===== src/rtl/alu_pkg.sv =====
// Shared definitions for the pipelined ALU: opcodes, sequencer state
// encoding and the registered flag bundle.
package alu_pkg;

  localparam logic [3:0] OP_ADD = 4'd0;
  localparam logic [3:0] OP_SUB = 4'd1;
  localparam logic [3:0] OP_AND = 4'd2;
  localparam logic [3:0] OP_OR  = 4'd3;
  localparam logic [3:0] OP_XOR = 4'd4;
  localparam logic [3:0] OP_NOT = 4'd5;
  localparam logic [3:0] OP_SHL = 4'd6;
  localparam logic [3:0] OP_SHR = 4'd7;
  localparam logic [3:0] OP_SLT = 4'd8;
  localparam logic [3:0] OP_MUL = 4'd9;

  localparam logic [0:0] ST_IDLE = 1'b0;
  localparam logic [0:0] ST_BUSY = 1'b1;

  typedef struct packed {
    logic carry;
    logic zero;
    logic negative;
    logic overflow;
  } alu_flags_t;

endpackage


===== src/rtl/alu_mul_seq.sv =====
// Iterative shift-add multiplier: one partial product per cycle, WIDTH steps.
// product/hi_nz reflect the accumulator after the current step, so they are
// valid in the same cycle that done is high.
module alu_mul_seq
  import alu_pkg::*;
#(
  parameter int WIDTH = 8
) (
  input  logic             clk,
  input  logic             rst,
  input  logic             start,
  input  logic [WIDTH-1:0] a,
  input  logic [WIDTH-1:0] b,
  output logic             busy,
  output logic             done,
  output logic [WIDTH-1:0] product,
  output logic             hi_nz
);

  localparam int CW = $clog2(WIDTH);

  logic [0:0]         state_q, state_d;
  logic [CW-1:0]      count_q, count_d;
  logic [2*WIDTH-1:0] mcand_q, mcand_d;
  logic [2*WIDTH-1:0] acc_q, acc_d;
  logic [WIDTH-1:0]   mplier_q, mplier_d;
  logic [2*WIDTH-1:0] acc_step;
  logic               last_step;

  assign acc_step  = acc_q + (mplier_q[0] ? mcand_q : {(2*WIDTH){1'b0}});
  assign last_step = (state_q == ST_BUSY) && (count_q == CW'(WIDTH - 1));

  always_comb begin
    state_d  = state_q;
    count_d  = count_q;
    mcand_d  = mcand_q;
    mplier_d = mplier_q;
    acc_d    = acc_q;
    case (state_q)
      ST_IDLE: begin
        if (start) begin
          state_d  = ST_BUSY;
          count_d  = {CW{1'b0}};
          mcand_d  = {{WIDTH{1'b0}}, a};
          mplier_d = b;
          acc_d    = {(2*WIDTH){1'b0}};
        end else begin
          state_d  = ST_IDLE;
        end
      end
      ST_BUSY: begin
        acc_d    = acc_step;
        mcand_d  = mcand_q << 1;
        mplier_d = mplier_q >> 1;
        if (last_step) begin
          state_d = ST_IDLE;
          count_d = {CW{1'b0}};
        end else begin
          count_d = count_q + CW'(1);
        end
      end
      default: begin
        state_d = ST_IDLE;
        count_d = {CW{1'b0}};
      end
    endcase
  end

  always_ff @(posedge clk) begin
    if (rst) begin
      state_q  <= ST_IDLE;
      count_q  <= {CW{1'b0}};
      mcand_q  <= {(2*WIDTH){1'b0}};
      mplier_q <= {WIDTH{1'b0}};
      acc_q    <= {(2*WIDTH){1'b0}};
    end else begin
      state_q  <= state_d;
      count_q  <= count_d;
      mcand_q  <= mcand_d;
      mplier_q <= mplier_d;
      acc_q    <= acc_d;
    end
  end

  assign busy    = (state_q == ST_BUSY);
  assign done    = last_step;
  assign product = acc_step[WIDTH-1:0];
  assign hi_nz   = |acc_step[2*WIDTH-1:WIDTH];

endmodule


===== src/rtl/alu_pipe.sv =====
// Handshaked ALU: single-cycle ops registered with latency 1, MUL delegated
// to the iterative multiplier. One output register with valid/ready hold.
module alu_pipe
  import alu_pkg::*;
#(
  parameter int WIDTH = 8
) (
  input  logic             clk,
  input  logic             rst,
  input  logic             in_valid,
  output logic             in_ready,
  input  logic [WIDTH-1:0] a,
  input  logic [WIDTH-1:0] b,
  input  logic [3:0]       op,
  output logic             out_valid,
  input  logic             out_ready,
  output logic [WIDTH-1:0] result,
  output logic             carry,
  output logic             zero,
  output logic             negative,
  output logic             overflow
);

  localparam int SHW = $clog2(WIDTH);

  function automatic alu_flags_t pack_flags(input logic [WIDTH-1:0] r,
                                            input logic c, input logic v);
    alu_flags_t f;
    f.carry    = c;
    f.zero     = (r == {WIDTH{1'b0}});
    f.negative = r[WIDTH-1];
    f.overflow = v;
    return f;
  endfunction

  logic             accept, mul_start, mul_busy, mul_done, mul_hi_nz;
  logic [WIDTH-1:0] mul_product;
  logic [WIDTH-1:0] alu_res;
  logic             alu_carry, alu_ovf;
  logic [WIDTH:0]   add_full, sub_full, shl_full, shr_full;
  logic [SHW-1:0]   shamt;

  logic [WIDTH-1:0] result_q, result_d;
  alu_flags_t       flags_q, flags_d;
  logic             out_valid_q, out_valid_d;

  assign in_ready  = !rst && !mul_busy && (!out_valid_q || out_ready);
  assign accept    = in_valid && in_ready;
  assign mul_start = accept && (op == OP_MUL);

  // Extra bit on each side of the shifters captures the last bit shifted out.
  assign shamt    = b[SHW-1:0];
  assign add_full = {1'b0, a} + {1'b0, b};
  assign sub_full = {1'b0, a} - {1'b0, b};
  assign shl_full = {1'b0, a} << shamt;
  assign shr_full = {a, 1'b0} >> shamt;

  alu_mul_seq #(.WIDTH(WIDTH)) u_mul (
    .clk     (clk),
    .rst     (rst),
    .start   (mul_start),
    .a       (a),
    .b       (b),
    .busy    (mul_busy),
    .done    (mul_done),
    .product (mul_product),
    .hi_nz   (mul_hi_nz)
  );

  always_comb begin
    alu_res   = {WIDTH{1'b0}};
    alu_carry = 1'b0;
    alu_ovf   = 1'b0;
    case (op)
      OP_ADD: begin
        alu_res   = add_full[WIDTH-1:0];
        alu_carry = add_full[WIDTH];
        alu_ovf   = (a[WIDTH-1] == b[WIDTH-1]) && (add_full[WIDTH-1] != a[WIDTH-1]);
      end
      OP_SUB: begin
        alu_res   = sub_full[WIDTH-1:0];
        alu_carry = sub_full[WIDTH];
        alu_ovf   = (a[WIDTH-1] != b[WIDTH-1]) && (sub_full[WIDTH-1] != a[WIDTH-1]);
      end
      OP_AND: alu_res = a & b;
      OP_OR:  alu_res = a | b;
      OP_XOR: alu_res = a ^ b;
      OP_NOT: alu_res = ~a;
      OP_SHL: begin
        alu_res   = shl_full[WIDTH-1:0];
        alu_carry = shl_full[WIDTH];
      end
      OP_SHR: begin
        alu_res   = shr_full[WIDTH:1];
        alu_carry = shr_full[0];
      end
      OP_SLT: alu_res = {{(WIDTH-1){1'b0}}, ($signed(a) < $signed(b))};
      default: alu_res = {WIDTH{1'b0}};
    endcase
  end

  // A MUL completion can never coincide with an accept: in_ready is low while busy.
  always_comb begin
    result_d    = result_q;
    flags_d     = flags_q;
    out_valid_d = out_valid_q;
    if (mul_done) begin
      result_d    = mul_product;
      flags_d     = pack_flags(mul_product, mul_hi_nz, 1'b0);
      out_valid_d = 1'b1;
    end else if (accept && !mul_start) begin
      result_d    = alu_res;
      flags_d     = pack_flags(alu_res, alu_carry, alu_ovf);
      out_valid_d = 1'b1;
    end else if (out_ready) begin
      out_valid_d = 1'b0;
    end else begin
      out_valid_d = out_valid_q;
    end
  end

  always_ff @(posedge clk) begin
    if (rst) begin
      result_q    <= {WIDTH{1'b0}};
      flags_q     <= '0;
      out_valid_q <= 1'b0;
    end else begin
      result_q    <= result_d;
      flags_q     <= flags_d;
      out_valid_q <= out_valid_d;
    end
  end

  assign out_valid = out_valid_q;
  assign result    = result_q;
  assign carry     = flags_q.carry;
  assign zero      = flags_q.zero;
  assign negative  = flags_q.negative;
  assign overflow  = flags_q.overflow;

endmodule


===== config.mk =====
export PLATFORM = sky130hd
export DESIGN_NAME = alu_pipe
export DESIGN_NICKNAME = d
export VERILOG_FILES = /design/src/rtl/alu_pkg.sv /design/src/rtl/alu_mul_seq.sv /design/src/rtl/alu_pipe.sv
export SDC_FILE = /design/constraint.sdc
export NUM_CORES = 1
export LEC_CHECK = 0
export CORE_UTILIZATION = 50
export CTS_BUF_LIST = sky130_fd_sc_hd__clkbuf_8
export CTS_CLUSTER_DIAMETER = 120
export DETAILED_ROUTE_END_ITERATION = 6
export DONT_BUFFER_PORTS = 1
export PLACE_DENSITY = 0.75
export SYNTH_ARGS = -nofsm -noshare
export SYNTH_HDL_FRONTEND = slang
export SYNTH_SLANG_ARGS = --single-unit

===== constraint.sdc =====
create_clock -name clk -period 4.6 [get_ports clk]
set_input_delay 0.92 -clock clk [delete_from_list [all_inputs] [get_ports clk]]
set_output_delay 0.92 -clock clk [all_outputs]
set_load 0.01 [all_outputs]

* Word level (Yosys, flattened, before mapping)
Cells that the tools add are included.
** Operators by class
- Muxes and demuxes :: 23
- Eq/ne operators :: 15
- $add $sub $neg :: 4
- Bitwise operators :: 5
- Reductions and logical operators :: 20
- $lt $le $gt $ge :: 1
- Shift-type cells :: 2
** Operators by type and width (count)
- 8-bit one-hot mux with 9 select lines :: 1
- 16-bit one-hot mux with 2 select lines :: 2
- 16-bit two-way mux :: 3
- 8-bit two-way mux :: 3
- 16-bit adder :: 1
- 4-bit by 3-bit == test with 1-bit output, second input constant :: 4
- 8-bit logical NOT :: 2
- 8-bit one-hot mux with 2 select lines :: 1
- 8-bit by 8-bit adder with 9-bit output :: 1
- 8-bit by 3-bit << shifter with 9-bit output :: 1
- 9-bit by 3-bit >> shifter with 9-bit output :: 1
- 8-bit by 8-bit subtractor with 9-bit output :: 1
- 8-bit AND :: 1
- 4-bit by 2-bit == test with 1-bit output, second input constant :: 2
- 4-bit == test, second input constant :: 2
- 1-bit logical AND :: 8
- 8-bit less-than comparator :: 1
- 4-bit two-way mux :: 2
- 8-bit NOT :: 1
- 8-bit OR :: 1
- 8-bit OR reduction :: 1
- 8-bit XOR :: 1
- 3-bit two-way mux :: 2
- 3-bit one-hot mux with 2 select lines :: 1
- other kinds (16) :: 26
** Word-level totals
- Word-level logic and storage cells :: 81
- Flip-flop bits (word level) :: 57
- Input port bits :: 24

* Longest topological paths before layout
Gate-level depths: netlist of run 1.
- Depth in word-level cells :: 9
- Mapped depth :: 12
- Gate-level depth less buffers :: 12

* By module
Synthesis of run 1 repeated with hierarchy kept, for this count alone.
** Second synthesis, totals
- Cell total of the unflattened synthesis :: 669
- Area total of the unflattened synthesis :: 5195.0 um^2
** Modules (own cells, without submodules)
- alu_mul_seq :: times used 1, area an instance 2667.6 um^2, cells an instance 321
- alu_pipe :: times used 1, area an instance 2527.4 um^2, cells an instance 348

* Worst setup path before layout of run 1
Ideal clock, no wire load.
- Path type :: input to register
- Start point :: input port b[1]
- End point :: register flags_q (netlist bit overflow)
- Required time :: 4.469 ns
- Arrival time :: 3.223 ns
- Setup slack :: 1.246 ns
- Stages on the path :: 10
- Cells stage by stage :: buf_4 > clkinv_1 > ha_1 > a21o_1 > a211o_1 > a2111oi_4 > nor3_1 > mux4_1 > mux2i_1 > nor3_1
** On the way
- Longest elaborated chain between the ends :: 4
** RTL lines
- start: declaration :: RTL line alu_pipe.sv:13 : input logic [WIDTH-1:0] b,
- 8-bit by 8-bit subtractor with 9-bit output or 8-bit by 8-bit adder with 9-bit output (tied branches) :: RTL line alu_pipe.sv:54, alu_pipe.sv:53
- 1-bit inequality test (on tied branches) :: RTL line alu_pipe.sv:83, alu_pipe.sv:78
- 1-bit logical AND (on tied branches) :: RTL line alu_pipe.sv:83, alu_pipe.sv:78
- 1-bit one-hot mux with 2 select lines * :: RTL line alu_pipe.sv:74 : case (op)
- end signal: assignment :: RTL line alu_pipe.sv:129 : flags_q <= flags_d;
- end: declaration :: RTL line alu_pipe.sv:44 : alu_flags_t flags_q, flags_d;
Every way passes the cells marked *; elsewhere a longest branch is shown, timed or not.
A chain may end at the register's enable or synchronous reset.

* Worst setup path in the final report of run 1
- Start point :: register u_mul.mplier_q[0]
- End point :: register flags_q (netlist bit carry)
** On the way
- Longest elaborated chain between the ends :: 4
** RTL lines
- start: declaration :: RTL line alu_mul_seq.sv:26 : logic [WIDTH-1:0] mplier_q, mplier_d;
- start signal: assignment :: RTL line alu_mul_seq.sv:74 : mplier_q <= {WIDTH{1'b0}};
- start signal: assignment :: RTL line alu_mul_seq.sv:80 : mplier_q <= mplier_d;
- 16-bit two-way mux :: RTL line alu_mul_seq.sv:30 : assign acc_step = acc_q + (mplier_q[0] ? mcand_q : {(2*WIDTH){1'b0}});
- 16-bit adder :: RTL line alu_mul_seq.sv:30
- 8-bit OR reduction :: RTL line alu_mul_seq.sv:88 : assign hi_nz = |acc_step[2*WIDTH-1:WIDTH];
- 4-bit two-way mux :: RTL line alu_pipe.sv:107 : if (mul_done) begin
Every way passes these cells.

==> results of run 1 <==
stage by stage:
stage	power (mW)	std cells
floorplan	0.704	650
global placement	0.719	740
detailed placement	0.721	740
CTS	1.20	756
global route	1.25	756
finish	1.20	756
per-layer routing:
metal,wire length [um],GRT usage [%]
met1,6210,37.9
met2,6390,43.3
met3,1280,6.50
met4,397,11.1
met5,0,0
power by group:
part | internal [mW] | total (mW) | leakage [nW] | switching [mW]
clock | 0.265 | 0.483 | 0.0985 | 0.217
combinational | 0.0883 | 0.206 | 1.56 | 0.118
sequential | 0.501 | 0.510 | 0.461 | 0.00924
total | 0.854 | 1.20 | 2.12 | 0.345
flip-flops by register name (all words and copies together), names as in the netlist:
name	cells
zero	1
result	8
u_mul.mcand_q	16
overflow	1
u_mul.acc_q	16
u_mul.count_q	3
out_valid	1
u_mul.busy	1
u_mul.mplier_q	8
negative	1
carry	1
cells by family (layout without fill, tap and decap cells):
logic type / Yosys count / after routing / synth area share, %
flip-flops: 57 / 57 / 22.9
AO/OA/AOI/OAI: 198 / 198 / 26.9
AND/OR/NAND/NOR: 238 / 238 / 23.1
adder cells (fa/ha/maj): 45 / 45 / 11.7
buffers and inverters: 75 / 48 / 6.33
multiplexers: 23 / 23 / 6.58
XOR/XNOR: 14 / 14 / 2.46
worst max-delay path by stage:
stage,start,end,slack (ns),cells past startpoint
after CTS,u_mul.mplier_q[0],carry,1.39,11
final,u_mul.mplier_q[0],carry,1.37,11
after global routing,u_mul.mplier_q[0],carry,1.14,11
after global placement,b[1],result[7],1.19,10
after detailed placement,b[1],result[7],1.12,10
after floorplan,b[1],overflow,1.25,10
cells in the mapped netlist, types with 5 or more instances:
master	number	area share [%]
sky130_fd_sc_hd__nor2_1	84	6.3
sky130_fd_sc_hd__a21oi_1	75	7.5
sky130_fd_sc_hd__nand2_1	61	4.6
sky130_fd_sc_hd__dfxtp_1	57	23
sky130_fd_sc_hd__ha_1	42	11
sky130_fd_sc_hd__clkbuf_1	27	2.0
sky130_fd_sc_hd__inv_1	27	2.0
sky130_fd_sc_hd__a22oi_1	19	2.9
sky130_fd_sc_hd__and2_1	17	2.1
sky130_fd_sc_hd__o21ai_0	16	1.6
sky130_fd_sc_hd__nor3_1	14	1.4
sky130_fd_sc_hd__buf_2	12	1.2
sky130_fd_sc_hd__nor2b_1	12	1.5
sky130_fd_sc_hd__a211oi_1	11	1.7
sky130_fd_sc_hd__mux2i_1	11	2.2
sky130_fd_sc_hd__and3_1	9	1.1
sky130_fd_sc_hd__nand3_1	8	0.80
sky130_fd_sc_hd__o221ai_1	8	1.4
sky130_fd_sc_hd__xnor2_1	8	1.4
sky130_fd_sc_hd__a21o_1	7	1.1
sky130_fd_sc_hd__a31oi_1	7	0.88
sky130_fd_sc_hd__mux4_2	6	2.7
sky130_fd_sc_hd__nor4_1	6	0.75
sky130_fd_sc_hd__o211ai_1	6	0.90
sky130_fd_sc_hd__xor2_1	6	1.1
sky130_fd_sc_hd__mux2_2	5	1.1
sky130_fd_sc_hd__o21a_1	5	0.75
sky130_fd_sc_hd__o2bb2ai_1	5	0.88
area by class of cell:
type / instances / area, sq um / area share [%]
Sequential cell: 57 / 1140 / 22.1
Clock buffer: 10 / 138 / 2.66
Tap cell: 133 / 166 / 3.22
Timing Repair Buffer: 3 / 22.5 / 0.435
Inverter: 29 / 109 / 2.10
Clock inverter: 6 / 67.6 / 1.31
Multi-Input combinational cell: 518 / 3530 / 68.2
worst min-delay path, delay by kind of cell, from the launching register on:
| kind | cells | cell delay (ns) |
|---|---|---|
| compound gates | 1 | 0.05 |
| flops | 1 | 0.32 |
| simple gates | 1 | 0.05 |
==> parameters.txt, run 1 <==
Parameter                              Value

STA
  Max-Slew Margin vs Limit    18.4%
  Part of the cycle the worst path needs    70.2%
  Tightest Pin Transition    1.21 ns
  Largest clock skew in the final design    0.0132 ns
  Number of pins with negative max-slew slack in the final report    0
  Final critical-path required period    3.23 ns
  Count of endpoints failing setup in the final report    0
  Top achievable clock speed    0.310 GHz
  Number of hold-slack violations in the final timing report    0
  Worst Hold Slack    0.455 ns
  Setup TNS Final    0 ns
  Setup repair after global routing missed its margin    no
  Post-layout worst setup margin    1.37 ns

Final layout
  Synthesis-to-finish area growth    3.79%
  Share of the core filled with cells in the final layout    53.2%
  Layout fillers    954
  Commonest non-fill, non-tap cell in the layout    sky130_fd_sc_hd__nor2_1
  Highest-count cells in the layout ignoring fill and taps    sky130_fd_sc_hd__nor2_1 (84), sky130_fd_sc_hd__a21oi_1 (75), sky130_fd_sc_hd__nand2_1 (61)
  Fraction of layout instances using a drive strength above 1    7.22%
  Final cell area excluding filler cells    0.00517 sq mm
  Final layout net count    687
  Number of diodes    0

CTS
  Number of gates resized after cts    0
  Post-CTS Repair Setup Buffers    0
  Clock buffer depth    2
  Clock root buffer master    sky130_fd_sc_hd__clkbuf_8
  Later-pin clock latency in the skew report    0.35 ns
  TritonCTS clock tree    yes
  Total number of H-tree levels    3
  Number of buffers created by CTS    9
  Clock-pin slew reported for the worst setup and hold paths after clock tree synthesis    0.08 ns
  Cts-stage hold buffer count    0
  Clock sink count    57

Hold path
  Endpoint of the worst hold-timing path    u_mul.mplier_q[1]
  Number of instances on the worst hold path    2
  Startpoint of the worst hold path    u_mul.mplier_q[1]
  HP Class    reg -> reg

Die
  Top-Level Pins    38
  Core Rows    36
  Horiz. Die Dim    102 um
  Overall die area    0.0104 sq mm
  Total core area    0.00973 sq mm
  Starting density of the core    51.2%
  Die Y    102 um

Routing
  Post-route antenna net violation count    0
  Routed wire length    14300 um
  Number of design rule violations left after detail routing    0
  First-pass iteration count of the detailed router    5
  Vias post-DR    4774
  Post-DR wirelength/cell    18.9 um
  Initial drt markers    419
  Average via count per standard cell    6.31

Placement
  Half-perimeter wire length after placement    10400 um
  Final estimated routing congestion in global placement    0.949
  Number of buffers inserted by port buffering    0
  Placed Instance Area    0.00497 sq mm
  Worst Setup Slack post-DPL    1.12 ns

Worst setup path
  Slowest cell delay on critical path    0.48 ns
  R2r setup slk    1.37 ns
  CP Capture Type    register
  Startpoint of the worst-slack reg-to-reg timing path    u_mul.mplier_q[0]
  Slowest cell on crit path    sky130_fd_sc_hd__dfxtp_1
  Type of element launching the critical path    register
  Depth of the worst register-to-register path    11
  Worst path arrival time    3.44 ns
  Worst flop-to-flop path endpoint    carry
  WP buf/inv    0
  Critical path, cell by cell    and2_1 > ha_1 > fa_1 > a211oi_1 > o21ai_0 > and3_1 > o31ai_1 > nor2b_1 > xnor2_1 > nor4_1 > a41oi_1
  Critical path fanouts, max    17
  Required time of the worst setup path    4.81 ns
  Largest delay contributor family on the critical path    simple AND/OR/NAND/NOR gates
  Setup Crit Path Kind    reg -> reg

Power
  Total power per unit cell area    232 mW/mm^2
  Max IR drop VDD    156 uV
  Leak    2.12 nW

Logic synthesis
  Netlist area before placement    0.00498 sq mm
  Fraction of the yosys area taken by sequential cells    22.9%
  Synthesized instance count    650
  Count of synthesis-stage warnings from yosys    0
  Syn Area/Cell    7.67 sq um
  Net count after synthesis    719
  Share of synthesized registers carrying an async set or reset    0%
  Count of unique library cells instantiated by Yosys    74
  Flip-flop cell with the highest count after synthesis    sky130_fd_sc_hd__dfxtp_1
  Number of enable-type register cells in the synthesized netlist    0
  Flop and latch count out of synthesis    57

Status
  Outcome    finished clean

Global route
  Vias in the first global route    4351
  Antenna violations before repair    0
  Total GRT Usage    28.0%
  Largest net degree at the start of global routing    58
  Wire length of the first global-routing pass    22300 um
  Congestion Overflow GR    0

Flow run
  Max-Cap Viols    0
(Power assumes the default switching activity.)
==> run 2, diff against run 1 <==
--- a/config.mk
+++ b/config.mk
@@ -10,7 +10,7 @@
 export CTS_CLUSTER_DIAMETER = 120
 export DETAILED_ROUTE_END_ITERATION = 6
 export DONT_BUFFER_PORTS = 1
-export PLACE_DENSITY = 0.75
+export PLACE_DENSITY = 0.78
 export SYNTH_ARGS = -nofsm -noshare
 export SYNTH_HDL_FRONTEND = slang
 export SYNTH_SLANG_ARGS = --single-unit
==> constraint.sdc (replaced) <==
create_clock -name clk -period 2.8 [get_ports clk]
set_input_delay 0.56 -clock clk [delete_from_list [all_inputs] [get_ports clk]]
set_output_delay 0.56 -clock clk [all_outputs]
set_load 0.01 [all_outputs]
==> run 2 against run 1 <==
Against the previous run: via count rose by 4.1%; clock power rose by 76%; sequential share of layout area fell by 1.1 points; non-clock buffer count rose by 24; wire length up 4.2%; die area did not move; cell count rose by 3.2%; critical endpoint unchanged.
==> parameters.txt, run 2 (same netlist as run 1, synthesis figures left out) <==
Parameter                              Value

CTS
  Clock buffer depth    2 (unchanged)
  Clock-pin slew reported for the worst setup and hold paths after clock tree synthesis    0.07 ns (was 0.08 ns)
  Clock sink count    57 (unchanged)
  Clock root buffer master    sky130_fd_sc_hd__clkbuf_8 (unchanged)
  Number of buffers created by CTS    9 (unchanged)
  Cts-stage hold buffer count    0 (unchanged)
  Later-pin clock latency in the skew report    0.33 ns (was 0.35 ns)
  Total number of H-tree levels    3 (unchanged)
  TritonCTS clock tree    yes (unchanged)

Hold path
  Startpoint of the worst hold path    rst (was u_mul.mplier_q[1])
  Number of instances on the worst hold path    1 (was 2)
  HP Class    in -> reg (was reg -> reg)
  Endpoint of the worst hold-timing path    result[2] (was u_mul.mplier_q[1])

Power
  Share of total power in the clock network    41.4% (was 40.3%)
  Cell-internal power    1.49 mW (was 854 uW)
  Total power per unit cell area    376 mW/mm^2 (was 232 mW/mm^2)
  Switching share of power    27.1% (was 28.7%)
  Leak    2.26 nW (was 2.12 nW)
  Max IR drop VDD    252 uV (was 156 uV)
  Net switching power    554 uW (was 345 uW)
  Logic pwr share    17.8% (was 17.2%)
  Sequential fraction of design power    40.8% (was 42.5%)

Worst setup path
  Slowest cell on crit path    sky130_fd_sc_hd__fa_2 (was sky130_fd_sc_hd__dfxtp_1)
  Worst flop-to-flop path endpoint    carry (unchanged)
  Critical path, cell by cell    and2_4 > ha_4 > fa_2 > a211oi_2 > o21ai_2 > and3_4 > o31ai_4 > nor2b_4 > xnor2_2 > nor4_2 > a41oi_1 (was and2_1 > ha_1 > fa_1 > a211oi_1 > o21ai_0 > and3_1 > o31ai_1 > nor2b_1 > xnor2_1 > nor4_1 > a41oi_1)
  Startpoint of the worst-slack reg-to-reg timing path    u_mul.mplier_q[0] (unchanged)
  Type of element launching the critical path    register (unchanged)
  Critical path fanouts, max    3 (was 17)
  Required time of the worst setup path    3.00 ns (was 4.81 ns)
  Worst path arrival time    2.93 ns (was 3.44 ns)
  CP Capture Type    register (unchanged)
  Depth of the worst register-to-register path    11 (unchanged)
  R2r setup slk    0.07 ns (was 1.37 ns)
  Setup Crit Path Kind    reg -> reg (unchanged)
  Slowest cell delay on critical path    0.37 ns (was 0.48 ns)

Routing
  Initial drt markers    525 (was 419)
  Routed wire length    14900 um (was 14300 um)
  Post-DR wirelength/cell    19.1 um (was 18.9 um)
  Average via count per standard cell    6.37 (was 6.31)
  Number of design rule violations left after detail routing    0 (unchanged)
  Vias post-DR    4972 (was 4774)
  Post-route antenna net violation count    0 (unchanged)
  First-pass iteration count of the detailed router    5 (unchanged)

STA
  Tightest Pin Transition    1.14 ns (was 1.21 ns)
  Part of the cycle the worst path needs    97.5% (was 70.2%)
  Number of hold-slack violations in the final timing report    0 (unchanged)
  Max-Slew Margin vs Limit    23.4% (was 18.4%)
  Count of endpoints failing setup in the final report    0 (unchanged)
  Final critical-path required period    2.73 ns (was 3.23 ns)
  Number of pins with negative max-slew slack in the final report    0 (unchanged)
  Top achievable clock speed    0.366 GHz (was 0.310 GHz)
  Largest clock skew in the final design    0.00861 ns (was 0.0132 ns)
  Worst Hold Slack    0.294 ns (was 0.455 ns)

Die
  Horiz. Die Dim    102 um (unchanged)
  Total core area    0.00973 sq mm (unchanged)
  Die Y    102 um (unchanged)
  Top-Level Pins    38 (unchanged)
  Starting density of the core    51.2% (unchanged)
  Core Rows    36 (unchanged)
  Overall die area    0.0104 sq mm (unchanged)

Global route
  Largest net degree at the start of global routing    58 (unchanged)
  Vias in the first global route    4504 (was 4351)
  Antenna violations before repair    0 (unchanged)
  Wire length of the first global-routing pass    23200 um (was 22300 um)
  Congestion Overflow GR    0 (unchanged)
  Total GRT Usage    29.0% (was 28.0%)

Final layout
  Synthesis-to-finish area growth    9.49% (was 3.79%)
  Number of diodes    0 (unchanged)
  Fraction of layout instances using a drive strength above 1    12.8% (was 7.22%)
  Largest regs    u_mul.acc_q (16), u_mul.mcand_q (16) (unchanged)
  Final layout net count    711 (was 687)
  Sequential cell area    0.00114 sq mm (about the same)
  Commonest non-fill, non-tap cell in the layout    sky130_fd_sc_hd__nor2_1 (unchanged)
  Layout fillers    887 (was 954)
  Share of the core filled with cells in the final layout    56.1% (was 53.2%)
  Combined area of the multi-input logic cells    0.00360 sq mm (was 0.00353 sq mm)
  Highest-count cells in the layout ignoring fill and taps    sky130_fd_sc_hd__nor2_1 (84), sky130_fd_sc_hd__a21oi_1 (75), sky130_fd_sc_hd__nand2_1 (61) (unchanged)
  Final cell area excluding filler cells    0.00546 sq mm (was 0.00517 sq mm)

Status
  Outcome    finished clean (unchanged)

Flow run
  Max-Cap Viols    0 (unchanged)

Placement
  Number of buffers inserted by port buffering    0 (unchanged)
  Half-perimeter wire length after placement    10800 um (was 10400 um)
  Final estimated routing congestion in global placement    0.979 (was 0.949)
  Placed Instance Area    0.00513 sq mm (was 0.00497 sq mm)
==> run 2: per-layer routing <==
| metal | up-vias | share of wire, % | global-route usage, % |
|---|---|---|---|
| met2 | 266 | 45 | 45.3 |
| met5 | - | 0 | 0 |
| li1 | 2346 | - | - |
| met3 | 25 | 9.4 | 6.16 |
| met4 | 0 | 2.0 | 8.13 |
| met1 | 2335 | 44 | 40.4 |
==> run 2: worst max-delay path by stage <==
stage                                  from       end  slack [ns]  cells after the start
final                     u_mul.mplier_q[0]     carry        0.07                     11
after global routing      u_mul.mplier_q[0]     carry       -0.06                     11
after CTS                 u_mul.mplier_q[0]     carry        0.05                     11
after detailed placement  u_mul.mplier_q[0]     carry       -0.07                     11
after global placement                 b[1]  negative        0.07                     11
after floorplan                        b[1]  overflow       0.004                     10
==> run 2: stage by stage <==
stage,TNS (ns),std cells,setup WS [ns],power (mW)
2_1_floorplan,0,650,0.00419,1.16
3_3_place_gp,0,761,0.0735,1.20
3_5_place_dp,-0.0678,761,-0.0678,1.21
4_1_cts,0,777,0.0526,2.05
5_1_grt,-0.0594,780,-0.0558,2.14
6_report,0,780,0.0692,2.05
==> run 2: timing repair <==
item	in CTS	in global routing
pin swaps	0	8
endpoints found under the setup margin	1	4
setup buffers	0	3
gates resized for setup	3	18
==> run 2: area by class of cell <==
| type | count | area share [%] |
|---|---|---|
| clock buffer | 13 | 3.28 |
| clock inverter | 3 | 0.848 |
| inverter | 29 | 2.09 |
| multi-input combinational | 518 | 66.0 |
| sequential | 57 | 21.0 |
| tap | 133 | 3.05 |
| timing repair buffer | 27 | 3.78 |
==> run 2: power by group through the flow <==
stage | Sequential [mW] | Clock (mW) | Combinational [mW]
finish | 0.836 | 0.849 | 0.364
CTS | 0.836 | 0.861 | 0.355
floorplan | 0.851 | 0 | 0.305
global route | 0.837 | 0.905 | 0.396
detailed placement | 0.855 | 0 | 0.352
global placement | 0.854 | 0 | 0.348
==> run 2: critical path, delay by kind of cell (launching register included) <==
| kind | cells | cell delay (ns) |
|---|---|---|
| adder cells (fa/ha/maj) | 2 | 0.54 |
| AO/OA/AOI/OAI | 4 | 0.79 |
| flip-flops | 1 | 0.33 |
| AND/OR/NAND/NOR | 4 | 0.84 |
| XOR/XNOR | 1 | 0.10 |
